## src/rtl/ram_arbiter_pkg.sv

```systemverilog
// Shared defines for the data-RAM arbiter: owner encoding used by the arbiter and its pick function.
package ram_arbiter_pkg;

    typedef enum logic [1:0] {
        OWNER_NONE = 2'd0,
        OWNER_M0   = 2'd1,
        OWNER_M1   = 2'd2
    } owner_e;

endpackage

```

## src/rtl/arbiter_pick.sv

```systemverilog
// Combinational next-owner function for a two-port arbiter with lock.
// ARBITER_ROUND_ROBIN_EN: ties go to the master that was not acked last; otherwise M0 wins ties.
module arbiter_pick
    import ram_arbiter_pkg::*;
(
    input  logic [1:0] req,
    input  logic [1:0] lock,
    input  owner_e     owner,
`ifdef ARBITER_ROUND_ROBIN_EN
    input  logic       last_m1,
`endif
    output owner_e     next_owner
);

    always_comb begin
        next_owner = OWNER_NONE;
        if (owner == OWNER_M0 && req[0] && lock[0]) begin
            next_owner = OWNER_M0;
        end else if (owner == OWNER_M1 && req[1] && lock[1]) begin
            next_owner = OWNER_M1;
        end else begin
            case (req)
                2'b01:   next_owner = OWNER_M0;
                2'b10:   next_owner = OWNER_M1;
`ifdef ARBITER_ROUND_ROBIN_EN
                2'b11:   next_owner = last_m1 ? OWNER_M0 : OWNER_M1;
`else
                2'b11:   next_owner = OWNER_M0;
`endif
                default: next_owner = OWNER_NONE;
            endcase
        end
    end

endmodule

```

## src/rtl/ram_arbiter.sv

```systemverilog
// Shares the data RAM between the CPU load/store port (M0) and the DMA/debug loader (M1).
// ARBITER_ROUND_ROBIN_EN selects round-robin tie-break; undefined gives fixed M0 priority.
module ram_arbiter
    import ram_arbiter_pkg::*;
#(
    parameter  int unsigned ADDR_WIDTH = 32,
    parameter  int unsigned DATA_WIDTH = 32,
    localparam int unsigned SEL_WIDTH  = DATA_WIDTH / 8
) (
    input  logic                  clock,
    input  logic                  reset,

    input  logic                  m0_req,
    input  logic                  m0_write,
    input  logic                  m0_lock,
    input  logic [ADDR_WIDTH-1:0] m0_address,
    input  logic [SEL_WIDTH-1:0]  m0_select,
    input  logic [DATA_WIDTH-1:0] m0_write_data,
    output logic                  m0_ack,
    output logic [DATA_WIDTH-1:0] m0_read_data,

    input  logic                  m1_req,
    input  logic                  m1_write,
    input  logic                  m1_lock,
    input  logic [ADDR_WIDTH-1:0] m1_address,
    input  logic [SEL_WIDTH-1:0]  m1_select,
    input  logic [DATA_WIDTH-1:0] m1_write_data,
    output logic                  m1_ack,
    output logic [DATA_WIDTH-1:0] m1_read_data,

    output logic                  ram_read_enable,
    output logic [ADDR_WIDTH-1:0] ram_read_address,
    input  logic [DATA_WIDTH-1:0] ram_read_data,
    output logic                  ram_write_enable,
    output logic [ADDR_WIDTH-1:0] ram_write_address,
    output logic [SEL_WIDTH-1:0]  ram_write_select,
    output logic [DATA_WIDTH-1:0] ram_write_data
);

    owner_e owner;
    owner_e owner_nxt;

    always_ff @(posedge clock or posedge reset) begin
        if (reset) begin
            owner <= OWNER_NONE;
        end else begin
            owner <= owner_nxt;
        end
    end

    assign m0_ack = m0_req && (owner == OWNER_M0);
    assign m1_ack = m1_req && (owner == OWNER_M1);

`ifdef ARBITER_ROUND_ROBIN_EN
    // Tie-break sees this cycle's ack so back-to-back contention alternates every access.
    logic last_m1;
    logic last_eff;

    assign last_eff = m1_ack ? 1'b1 : (m0_ack ? 1'b0 : last_m1);

    always_ff @(posedge clock or posedge reset) begin
        if (reset) begin
            last_m1 <= 1'b1;
        end else begin
            last_m1 <= last_eff;
        end
    end
`endif

    arbiter_pick u_pick (
        .req        ({m1_req, m0_req}),
        .lock       ({m1_lock, m0_lock}),
        .owner      (owner),
`ifdef ARBITER_ROUND_ROBIN_EN
        .last_m1    (last_eff),
`endif
        .next_owner (owner_nxt)
    );

    // RAM port is driven by the owner only; everything is zero with no owner.
    always_comb begin
        ram_read_enable   = 1'b0;
        ram_write_enable  = 1'b0;
        ram_read_address  = '0;
        ram_write_address = '0;
        ram_write_select  = '0;
        ram_write_data    = '0;
        case (owner)
            OWNER_M0: begin
                ram_read_enable   = m0_ack && !m0_write;
                ram_write_enable  = m0_ack && m0_write;
                ram_read_address  = m0_address;
                ram_write_address = m0_address;
                ram_write_select  = m0_select;
                ram_write_data    = m0_write_data;
            end
            OWNER_M1: begin
                ram_read_enable   = m1_ack && !m1_write;
                ram_write_enable  = m1_ack && m1_write;
                ram_read_address  = m1_address;
                ram_write_address = m1_address;
                ram_write_select  = m1_select;
                ram_write_data    = m1_write_data;
            end
            default: ;
        endcase
    end

    assign m0_read_data = (owner == OWNER_M0) ? ram_read_data : '0;
    assign m1_read_data = (owner == OWNER_M1) ? ram_read_data : '0;

endmodule

```

## config.mk

```make
export PLATFORM = sky130hd
export DESIGN_NAME = ram_arbiter
export DESIGN_NICKNAME = d
export VERILOG_FILES = /design/src/rtl/ram_arbiter_pkg.sv /design/src/rtl/arbiter_pick.sv /design/src/rtl/ram_arbiter.sv
export SDC_FILE = /design/constraint.sdc
export NUM_CORES = 1
export LEC_CHECK = 0
export CAP_MARGIN = 25
export CORE_AREA = 5 5 132 134
export DETAILED_ROUTE_END_ITERATION = 10
export DIE_AREA = 0 0 137 139
export PLACE_DENSITY = 0.48
export SYNTH_ARGS = -nofsm -noshare
export SYNTH_HDL_FRONTEND = slang
export SYNTH_SLANG_ARGS = --single-unit
```

## constraint.sdc

```tcl
create_clock -name clock -period 1.8 [get_ports clock]
set_input_delay 0.27 -clock clock [delete_from_list [all_inputs] [get_ports clock]]
set_output_delay 0.27 -clock clock [all_outputs]
set_load 0.03 [all_outputs]
```

==> results.py, run 1 <==
metrics = {
    "setup_path": {
        "slowest_stage": "dfrtp_1",
        "worstPathCellList": "inv_2 -> ha_4 -> buf_4 -> clkbuf_16 -> a22oi_2 -> nor2_4 -> buf_4",
        "crit_family": "buffers and inverters",
        "r2r_setup_slack_ns": 0.33,
        "regToRegEndpoint": "owner[1]",
        "required_ns": 1.53,
        "rr_worst_depth": 6,
        "worstPathArrival_ns": 1.61,
        "worst-path-buf-inv": 4,
        "cpPeakStageDelay_ns": 0.40,
        "r2r-start": "owner[0]",
        "cp_max_fo": 11,
        "start_kind": "flop",
        "path_class": "reg -> out",
        "critPathMostFrequentCell": "buf_4",
        "cp-end-kind": "output port",
        "crit_cells": 7,
    },
    "synthesis": {
        "synth_top_family_by_area": "simple AND/OR/NAND/NOR gates",
        "yosysSeqAreaShare_pct": 2.88,
        "synthAdderAreaFrac_pct": 1.44,
        "synth_xor_area_share_pct": 0,
        "yosys_warnings": 0,
        "syn_inst": 281,
        "avgSynthCellArea_sq_um": 6.18,
        "synth-compound-area-share_pct": 30.9,
        "syn_nets": 459,
        "synth_seq_cells": 2,
        "synthMuxAreaShare_pct": 0,
        "synthDistinctLibCells": 16,
        "synth_area_sq_mm": 0.00174,
        "synthSimpleGateAreaFrac_pct": 40.1,
    },
    "clock_tree": {
        "cts_buffers": 3,
        "worstSkewPairLatency_ns": 0.22,
        "root_buffer": "clkbuf_16",
        "cts_sinks": 2,
        "cts.clk_slew.worst_paths_ns": 0.03,
        "htreeDepth": 1,
        "cts_tree": "built",
        "clock_path_buffers": 2,
    },
    "layout": {
        "layout_common_cells": "clkdlybuf4s50_1, buf_4, and2_1",
        "diodes": 0,
        "n_fill_cell": 1693,
        "top_regs": "owner (2)",
        "finalNetCount": 774,
        "syn2layout_area_growth_pct": 236,
        "largest_reg_flops": 2,
        "drive_gt1_share_pct": 50.5,
        "final_common_cell": "clkdlybuf4s50_1",
        "fin_area_sq_mm": 0.00585,
        "top_register": "owner",
    },
    "routing": {
        "dr.pass1.iters": 4,
        "vias": 3268,
        "wl_per_cell_microns": 17.6,
        "drtIter0Drc": 54,
        "viasPerCell": 4.01,
        "drc": 0,
        "routed_wl_microns": 14400,
        "ant_nets": 0,
    },
    "outcome": {
        "violations": "setup timing",
        "status": "complete, but fails checks",
    },
    "sta": {
        "holdWs_ns": 0.217,
        "clock_skew_ns": 0.00152,
        "maxSlewHeadroom_pct": 85.4,
        "hold_viol_final": 0,
        "fin_ws_ns": -0.0829,
        "fin_tns_setup_ns": -4.81,
        "max_freq_ghz": 0.531,
        "period_needed_ns": 1.88,
        "rsz0062_at_grt": "true",
        "max_slew.worst_pin.slew_ns": 0.219,
        "finalSetupViolations": 118,
        "report.final.slew_viol_count": 0,
        "period_share_pct": 105,
    },
    "grt": {
        "antenna_found_initial": 0,
        "grt_first_pass_wirelength_microns": 18200,
        "grt_usage_pct": 12.0,
        "gr-total-overflow": 0,
        "grt_max_degree": 36,
        "grt_pass1_vias": 3275,
    },
    "place": {
        "post_dp_cell_area_sq_mm": 0.00503,
        "dp_hpwl_microns": 10700,
        "place_ws_ns": 0.0992,
        "io_buffer_count": 343,
        "finalWeightedCongestion": 0.757,
    },
    "min_path": {
        "hp-class": "in -> async",
    },
    "power": {
        "power_frac_comb_pct": 83.5,
        "p_total_uw": 2360,
        "swShare_pct": 44.9,
        "power.leakage_uw": 0.00245,
        "pwr-share-seq_pct": 2.2,
        "pwr-share-clk_pct": 14.3,
        "power.density_mw_per_mm2": 403,
        "ir_worst_vdd_mv": 0.176,
        "power.internal_uw": 1300,
        "p_sw_uw": 1060,
    },
    "die": {
        "fp.coreArea_sq_mm": 0.0162,
        "start_util_pct": 10.7,
        "io_pins": 344,
        "die_w_microns": 137,
        "die_h_microns": 139,
        "rows": 47,
        "die_area_sq_mm": 0.0190,
    },
    "job": {
        "max_cap_viol_count": 0,
    },
}
==> power by group through the flow <==
stage	Clock, uW	Combinational (uW)	Sequential (uW)
finish	337	1970	51.5
floorplan	0	894	49.6
CTS	345	1790	51.7
global placement	0	1720	51.4
global route	351	2070	52.1
detailed placement	0	1720	51.5
==> through the flow <==
| stage | std cells | util, % |
|---|---|---|
| after floorplan | 281 | - |
| after global placement | 792 | 31.1 |
| after detailed placement | 792 | 31.1 |
| after CTS | 800 | 32.7 |
| after global routing | 814 | 36.1 |
| final | 814 | 36.1 |
==> final cells by class <==
class	count	area, sq um	share of cell area (%)
Inverter	4	15.0	0.257
Timing Repair Buffer	372	3720	63.7
Multi-Input combinational cell	213	1710	29.2
Sequential cell	2	50.0	0.856
Tap cell	220	275	4.71
Clock buffer	3	75.1	1.28
==> repair_timing <==
item / in CTS / in global routing
resized for setup: 25 / 72
pin swaps: 2 / 15
endpoints found under the setup margin: 105 / 129
hold buffers: 0 / 0
cloned: 2 / 10
setup buffers: 3 / 5
==> how the worst max path moves through the flow <==
stage,slack (ns),endpoint,start
final,-0.08,ram_write_address[10],owner[0]
after global routing,-0.16,ram_write_address[28],owner[1]
after CTS,-0.09,ram_write_address[28],owner[0]
after detailed placement,0.1,ram_write_address[13],owner[1]
after global placement,0.12,ram_write_address[13],owner[1]
after floorplan,-0.07,ram_write_address[26],owner[0]
==> logic make-up (layout without fill, tap and decap cells) <==
| group | after synthesis | in the layout |
|---|---|---|
| compound gates | 72 | 72 |
| fa+ha+maj | 2 | 2 |
| buf+inv | 66 | 379 |
| flops | 2 | 2 |
| simple gates | 139 | 139 |
==> per-layer routing <==
layer	share of wire (%)	GRT usage [%]	wire length (microns)
met2	54	23.5	7790
met1	35	12.1	4970
met4	1.3	2.89	185
met5	0	0	0
met3	9.9	3.56	1420
==> Yosys cell counts <==
cell       n  area, sq um
clkbuf_1  14         52.6
nor2_1    68          255
a22oi_1   68          510
ha_1       2         25.0
inv_1      4         15.0
nand3b_1   2         15.0
dfrtp_1    2         50.1
buf_6      1         11.3
buf_2      1         5.00
buf_4     46          345
and2_1    66          413
nand2_1    1         3.75
a21oi_1    2         10.0
a32o_1     1         10.0
a31oi_1    1         6.26
nand3_1    2         10.0
Note: power is estimated with default switching activity, not from simulation.
==> inputs of run 2 (changes only) <==
DONT_BUFFER_PORTS = 1   (was not set)
GPL_ROUTABILITY_DRIVEN = 0   (was not set)
PLACE_DENSITY = 0.3   (was 0.48)
==> run 2 against run 1 <==
The run still ends with setup timing left. Global-route usage decreased by 2.4 points. Sequential power shrank 2%. Maximum frequency down 0.23%. Sequential share of layout area increased by 0.41 points. Combinational power is 23% lower. Cell area down 33%. Clock power hardly changed. Hold slack worse by 0.054 ns. Largest power group unchanged. Highest routed layer unchanged.
==> results.py, run 2 (synthesis gave the netlist of run 1 again) <==
metrics = {
    "outcome": {
        "status": "complete, but fails checks",
        "violations": "setup timing",
    },
    "layout": {
        "top_regs": "owner (2)",
        "drive_gt1_share_pct": 63.9,
        "top_register": "owner",
        "layout_common_cells": "buf_4, and2_1, a22oi_2",
        "diodes": 0,
        "syn2layout_area_growth_pct": 127,
        "fin_area_sq_mm": 0.00394,
        "finalNetCount": 571,
        "largest_reg_flops": 2,
        "final_common_cell": "buf_4",
        "fin_util_pct": 24.4,
    },
    "grt": {
        "grt_max_degree": 60,
        "gr-total-overflow": 0,
        "grt_pass1_vias": 2619,
        "grt_usage_pct": 9.60,
        "antenna_found_initial": 0,
        "grt_first_pass_wirelength_microns": 14600,
    },
    "power": {
        "power.leakage_uw": 0.00165,
        "p_total_uw": 1910,
        "ir_worst_vdd_mv": 0.229,
        "power.density_mw_per_mm2": 485,
    },
    "sta": {
        "maxSlewHeadroom_pct": 74.4,
        "period_needed_ns": 1.89,
        "fin_ws_ns": -0.0872,
        "max_slew.worst_pin.slew_ns": 0.384,
        "finalSetupViolations": 105,
        "hold_viol_final": 0,
        "report.final.slew_viol_count": 0,
        "rsz0062_at_grt": "true",
        "max_freq_ghz": 0.530,
        "fin_tns_setup_ns": -4.09,
        "period_share_pct": 105,
        "clock_skew_ns": 0.00193,
    },
    "clock_tree": {
        "htreeDepth": 1,
        "clock_path_buffers": 2,
        "root_buffer": "clkbuf_16",
        "cts_tree": "built",
        "cts.clk_slew.worst_paths_ns": 0.03,
        "worstSkewPairLatency_ns": 0.22,
        "cts_buffers": 3,
        "cts_sinks": 2,
    },
    "routing": {
        "vias": 2558,
        "drc": 0,
        "wl_per_cell_microns": 19.7,
        "topRoutingLayerUsed": "met4",
        "routed_wl_microns": 12000,
        "wl_met2_microns": 6860,
        "ant_nets": 0,
        "met1_length_microns": 3840,
        "dr.pass1.iters": 4,
        "wl_met3_microns": 1250,
        "drtIter0Drc": 150,
        "viasPerCell": 4.19,
    },
    "setup_path": {
        "path_class": "reg -> out",
        "regToRegEndpoint": "owner[0]",
        "cp-end-kind": "output port",
        "cp_max_fo": 15,
        "r2r_setup_slack_ns": 0.25,
        "rr_worst_depth": 6,
        "r2r-start": "owner[0]",
        "startpoint": "owner[0]",
        "start_kind": "flop",
        "required_ns": 1.53,
        "worstPathArrival_ns": 1.62,
        "worstSetupEndpoint": "ram_write_data[4]",
    },
    "place": {
        "io_buffer_count": 0,
        "dp_hpwl_microns": 7920,
        "post_dp_cell_area_sq_mm": 0.00328,
        "place_ws_ns": 0.0899,
    },
    "die": {
        "rows": 47,
        "die_h_microns": 139,
        "fp.coreArea_sq_mm": 0.0162,
        "die_w_microns": 137,
        "die_area_sq_mm": 0.0190,
        "start_util_pct": 10.7,
        "io_pins": 344,
    },
    "min_path": {
        "hp-class": "in -> reg",
    },
    "job": {
        "max_cap_viol_count": 0,
    },
}
## run 2: metal layers
| metal | vias to the layer above | global-route usage (%) |
|---|---|---|
| li1 | 1153 | - |
| met1 | 1183 | 9.87 |
| met2 | 215 | 19.6 |
| met3 | 7 | 2.07 |
| met4 | 0 | 1.37 |
| met5 | - | 0 |
## run 2: area by class of cell
cell class                 count  area, sq um
sequential                     2         50.0
tap                          220          275
clock buffer                   3         75.1
fill                        1764        12200
inverter                       4         15.0
timing repair buffer         169         1910
multi-input combinational    213         1610
## run 2: critical path: stages, from the launching register on
cell,delay (ns)
dfrtp_1,0.39
buf_6,0.13
ha_4,0.22
clkbuf_16,0.21
a22oi_2,0.19
nor2_1,0.08
buf_4,0.17
## run 2: report_power, final
group / switching (uW) / internal, uW
Combinational: 896 / 627
Sequential: 2.65 / 48.1
Clock: 54.6 / 283
## run 2: worst min-delay path by stage
| stage | from | endpoint | slack, ns | cells past startpoint |
|---|---|---|---|---|
| global route | m1_lock | owner[0] | 0.16 | 1 |
| floorplan | reset | owner[0] | 0.01 | 1 |
| detailed placement | reset | owner[0] | 0.02 | 1 |
| CTS | m1_lock | owner[0] | 0.16 | 1 |
| finish | m1_lock | owner[0] | 0.16 | 1 |
| global placement | reset | owner[0] | 0.02 | 1 |
## run 2: per-stage QoR
stage / instances / hold WS [ns]
after global routing: 611 / 0.161
after floorplan: 281 / 0.0112
after global placement: 588 / 0.0238
final: 611 / 0.163
after detailed placement: 588 / 0.0234
after CTS: 601 / 0.161
## run 2: repair_timing
item | CTS | global route
hold endpoints to repair | 2 | 0
gates cloned | 4 | 7
setup endpoints to repair | 132 | 154
hold buffers | 1 | 0
gates resized for setup | 26 | 37
pin swaps | 5 | 2
buffers inserted | 5 | 4
